[src/rtl/hall_velocity_estimator.sv]
// hall_velocity_estimator: debounced Hall step counter reporting signed steps per fixed window.
// Flags invalid codes (000/111) and skipped states as a sticky fault.
module hall_velocity_estimator #(
  parameter int WINDOW_CYCLES   = 50000,
  parameter int DEBOUNCE_CYCLES = 16,
  parameter int VEL_WIDTH       = 16
) (
  input  logic                        clk,
  input  logic                        reset_n,
  input  logic [2:0]                  hall,
  input  logic                        clear_fault,
  output logic signed [VEL_WIDTH-1:0] actual_velocity,
  output logic                        velocity_valid,
  output logic                        direction,
  output logic                        hall_fault
);
  localparam int WW = (WINDOW_CYCLES > 2) ? $clog2(WINDOW_CYCLES) : 1;
  localparam int DW = $clog2(DEBOUNCE_CYCLES + 1);
  localparam logic [2:0] UNKNOWN = 3'd7;
  localparam logic signed [VEL_WIDTH:0] VMAX = {2'b00, {(VEL_WIDTH-1){1'b1}}};
  localparam logic signed [VEL_WIDTH:0] VMIN = {2'b11, {(VEL_WIDTH-1){1'b0}}};

  logic [2:0] s1, s2, cand, acc_code, ref_idx, new_idx, ref_next, ref_prev;
  logic [DW-1:0] deb;
  logic [WW-1:0] win;
  logic signed [VEL_WIDTH-1:0] acc;
  logic signed [VEL_WIDTH:0] sum, sat;
  logic accept, fwd, bwd, fault_ev, last;

  // Position in the forward sequence 001,011,010,110,100,101; invalid codes map to UNKNOWN
  function automatic logic [2:0] idx_of(input logic [2:0] c);
    case (c)
      3'b001:  return 3'd0;
      3'b011:  return 3'd1;
      3'b010:  return 3'd2;
      3'b110:  return 3'd3;
      3'b100:  return 3'd4;
      3'b101:  return 3'd5;
      default: return UNKNOWN;
    endcase
  endfunction

  assign accept   = (s2 == cand) && (deb == DW'(DEBOUNCE_CYCLES - 1)) && (cand != acc_code);
  assign new_idx  = idx_of(cand);
  assign ref_next = (ref_idx == 3'd5) ? 3'd0 : ref_idx + 3'd1;
  assign ref_prev = (ref_idx == 3'd0) ? 3'd5 : ref_idx - 3'd1;
  assign fwd      = accept && ref_idx != UNKNOWN && new_idx != UNKNOWN && new_idx == ref_next;
  assign bwd      = accept && ref_idx != UNKNOWN && new_idx != UNKNOWN && new_idx == ref_prev;
  assign fault_ev = accept && (new_idx == UNKNOWN || (ref_idx != UNKNOWN && !fwd && !bwd));
  assign last     = win == WW'(WINDOW_CYCLES - 1);
  assign velocity_valid = last;

  always_comb begin
    sum = {acc[VEL_WIDTH-1], acc} + (fwd ? (VEL_WIDTH+1)'(1) : bwd ? -(VEL_WIDTH+1)'(1) : '0);
    sat = (sum > VMAX) ? VMAX : (sum < VMIN) ? VMIN : sum;
  end

  always_ff @(posedge clk or negedge reset_n)
    if (!reset_n) begin
      s1              <= '0;
      s2              <= '0;
      cand            <= '0;
      deb             <= '0;
      acc_code        <= '0;
      ref_idx         <= UNKNOWN;
      win             <= '0;
      acc             <= '0;
      actual_velocity <= '0;
      direction       <= 1'b1;
      hall_fault      <= 1'b0;
    end else begin
      s1 <= hall;
      s2 <= s1;
      if (s2 != cand) begin
        cand <= s2;
        deb  <= '0;
      end else if (deb != DW'(DEBOUNCE_CYCLES)) deb <= deb + 1'b1;
      // An invalid code maps to UNKNOWN, so every accepted code simply becomes the reference
      if (accept) begin
        acc_code <= cand;
        ref_idx  <= new_idx;
      end
      direction  <= fwd | (direction & ~bwd);
      hall_fault <= fault_ev | (hall_fault & ~clear_fault);
      win        <= last ? '0 : win + 1'b1;
      acc        <= last ? '0 : sat[VEL_WIDTH-1:0];
      if (last) actual_velocity <= sat[VEL_WIDTH-1:0];
    end
endmodule

[config.mk]
export PLATFORM = sky130hd
export DESIGN_NAME = hall_velocity_estimator
export DESIGN_NICKNAME = d
export VERILOG_FILES = /design/src/rtl/hall_velocity_estimator.sv
export SDC_FILE = /design/constraint.sdc
export NUM_CORES = 1
export LEC_CHECK = 0
export BUFFER_PORTS_ARGS = -buffer_cell sky130_fd_sc_hd__buf_4
export CAP_MARGIN = 5
export CORE_UTILIZATION = 30
export DETAILED_ROUTE_END_ITERATION = 10
export SLEW_MARGIN = 20
export SYNTH_ARGS = -nofsm -noshare
export SYNTH_HDL_FRONTEND = slang
export SYNTH_SLANG_ARGS = --single-unit
export TNS_END_PERCENT = 10
[constraint.sdc]
create_clock -name clk -period 10.9 [get_ports clk]
set_clock_uncertainty 0.05 [all_clocks]
set_input_delay 1.635 -clock clk [delete_from_list [all_inputs] [get_ports clk]]
set_output_delay 1.635 -clock clk [all_outputs]
set_load 0.005 [all_outputs]
==> flow_metrics.py <==
metrics = {
    "run_status": {
        "run_status": "finished clean",
    },
    "pwr": {
        "p_leak_nw": 2.22,
        "pwr-share-seq_pct": 46.3,
        "powerDensity_nw_per_um2": 123,
        "total_power_w": 0.000572,
        "p_sw_w": 0.000121,
        "switching_share_pct": 21.2,
        "p_int_w": 0.000451,
        "ir_drop_mv": 0.0637,
        "clkPwrFrac_pct": 51.1,
        "comb_power_share_pct": 2.6,
    },
    "floorplanning": {
        "ioPinCount": 25,
        "core-area_um2": 12800,
        "initial_core_util_pct": 31.2,
        "die_area_um2": 13800,
        "rows": 41,
        "die_height_um": 118,
        "die_w_um": 118,
    },
    "global_route": {
        "grt.overflow.total": 0,
        "grt_max_degree": 71,
        "busiest_layer": "met2",
        "grt_pass1_vias": 2864,
        "grt.total_usage_pct": 12.6,
        "met1_usage_pct": 17.0,
        "antenna_found_initial": 0,
        "grt_util_met2_pct": 19.8,
        "grt_pass1_wl_um": 14100,
        "use_met3_pct": 3.39,
    },
    "synthesis": {
        "yosysTopAreaCellShare_pct": 41.2,
        "syn_nets": 435,
        "synth.area.top_cells": "dfrtp_1 (41%), ha_1 (6.6%), xnor2_1 (5.0%)",
        "yosysTopAreaCell": "dfrtp_1",
        "post_synth_most_frequent_cells": "dfrtp_1 (66), nor2_1 (43), nand2_1 (40)",
        "synth_cell_types": 61,
        "syn_inst": 407,
        "synthArstFlopShare_pct": 100,
        "yosys_warnings": 0,
        "synth.most_common_cell": "dfrtp_1",
        "synth_ff_type": "dfrtp_1",
        "synth_edf_count": 0,
        "syn_area_um2": 4010,
        "syn_area_per_cell_um2": 9.84,
        "seq_area_frac_synth_pct": 43.9,
        "ys_ff_latch": 70,
    },
    "sta": {
        "hold_ws_ns": 0.297,
        "setup_viol": 0,
        "rsz0062_at_grt": "no",
        "maxSlewViolCount": 0,
        "max_freq_ghz": 0.210,
        "tightest_slew_ns": 0.883,
        "max-slew-margin-rel_pct": 41.0,
        "tns_ns": 0,
        "min_period_over_period_pct": 43.6,
        "min_period_ns": 4.76,
        "final_hold_viol_count": 0,
    },
    "setup_path": {
        "crit_arrival_ns": 4.96,
        "cp-start-kind": "register",
        "end_kind": "register",
        "criticalPathCategory": "register to register",
        "cp_data_required_time_ns": 11.11,
        "crit_path_max_fanout": 16,
    },
    "drt": {
        "viasPerCell": 4.91,
        "drc_errors": 0,
        "drt_first_iter_violations": 123,
        "via_count": 2965,
        "ant_nets": 0,
        "wl_um": 8220,
        "drt-pass1-iter-count": 6,
        "wl_per_cell_um": 13.6,
    },
    "layout": {
        "diodes": 0,
        "drive_above_1_share_pct": 17.1,
        "final_util_pct": 36.1,
        "synthToLayoutAreaGrowth_pct": 15.7,
        "stdcell_area_um2": 4640,
        "finalNetCount": 455,
    },
    "clocking": {
        "ctsHoldBuffers": 0,
        "cts_inserted_buffers": 9,
        "cts_root_buffer": "clkbuf_16",
        "ctsLongestPathBuffers": 2,
        "clk_latency_ns": 0.33,
        "cts.sinks": 70,
        "cts_tree": "yes",
        "htree_levels": 3,
        "post_cts_buffers": 0,
        "post_cts_resized": 0,
        "clk_pin_slew_worst_paths_ns": 0.06,
    },
    "hold_path": {
        "hold_path_class": "register to register",
    },
    "place": {
        "gp_congestion": 0.862,
        "post_dp_cell_area_um2": 4330,
        "hpwl_um": 5950,
        "port_buffers": 24,
    },
    "run": {
        "maxCapViolations": 0,
    },
}
## routing by layer
| metal | wire length [µm] | vias up |
|---|---|---|
| met2 | 3900 | 61 |
| met3 | 335 | 9 |
| met5 | 0 | - |
| met1 | 3870 | 1418 |
| met4 | 108 | 0 |
| li1 | - | 1477 |
## critical path, cell delays in order (launching register included)
cell and delay (ns):
dfrtp_1 0.57, xnor2_1 0.17, nand3_1 0.25, nor4_1 0.39, nand2_1 0.15, nor2_2 0.68
ha_1 0.36, o211a_1 0.20, a211oi_1 0.11, or4_4 0.59, a211o_1 0.29, o21ai_2 0.43
nand2_2 0.30, nand2_1 0.15
## placed cells by master (no fill, tap or decap), drive strengths merged, types with 4 or more instances in the layout
master  instances
nand2          43
xor2           16
nor2           43
nand2b          8
a31oi           6
dfrtp          66
a21o           11
mux2            5
nor2b           8
nand3          10
ha             21
inv             8
a211o           4
and3            5
a211oi          4
a21oi          27
nand4           4
buf            25
xnor2          23
dfstp           4
o21ai          28
clkbuf         11
## worst paths after layout
path                                      from                              end  slack (ns)  cells after the start
setup / recovery           cand[0]$_DFFE_PN0N_                 acc[1]$_DFF_PN0_        6.14                     13
hold / removal                 s1[2]$_DFF_PN0_                  s2[2]$_DFF_PN0_        0.30                      0
setup reg to reg           cand[0]$_DFFE_PN0N_                 acc[1]$_DFF_PN0_        6.14                     13
hold reg to reg                s1[2]$_DFF_PN0_                  s2[2]$_DFF_PN0_        0.30                      0
max in group asynchronous              reset_n                win[11]$_DFF_PN0_        8.86                      1
min in group asynchronous              reset_n  actual_velocity[11]$_DFFE_PN0P_        1.36                      1
## cell type report
cell class | instances | area [µm²]
flip-flops and latches | 70 | 1760
well taps | 172 | 215
clock inverters | 5 | 58.8
clock buffers | 11 | 243
inverters | 9 | 33.8
multi-input cells | 312 | 2140
repair buffers | 25 | 188
fillers | 1306 | 8190
## power groups by stage
| stage | sequential, W | clock [W] | combinational [W] |
|---|---|---|---|
| final | 0.000265 | 0.000293 | 0.0000147 |
| after global routing | 0.000265 | 0.000309 | 0.0000174 |
| after CTS | 0.000265 | 0.000300 | 0.0000155 |
| after detailed placement | 0.000269 | 0 | 0.0000155 |
| after global placement | 0.000269 | 0 | 0.0000153 |
| after floorplan | 0.000268 | 0 | 0.00000918 |
## metrics by stage
| stage | std cells | worst slack [ns] |
|---|---|---|
| floorplan | 407 | 6.67 |
| global placement | 588 | 5.95 |
| detailed placement | 588 | 6.11 |
| CTS | 604 | 6.10 |
| global route | 604 | 5.73 |
| finish | 604 | 6.14 |
## sequential cells by signal, indices dropped and copies added, names as in the netlist, 3 cells and up
| register | cells |
|---|---|
| deb | 5 |
| actual_velocity | 16 |
| s1 | 3 |
| cand | 3 |
| ref_idx | 3 |
| win | 16 |
| acc | 16 |
| s2 | 3 |
| acc_code | 3 |
## cells by family after synthesis
| group | count (synthesis) | synth area share (%) |
|---|---|---|
| XOR/XNOR | 39 | 8.53 |
| adder cells (fa/ha/maj) | 22 | 7.06 |
| AND/OR/NAND/NOR | 142 | 17.4 |
| buffers and inverters | 25 | 2.75 |
| flip-flops | 70 | 43.9 |
| AO/OA/AOI/OAI | 101 | 18.2 |
| multiplexers | 8 | 2.16 |
(Power assumes the default switching activity.)
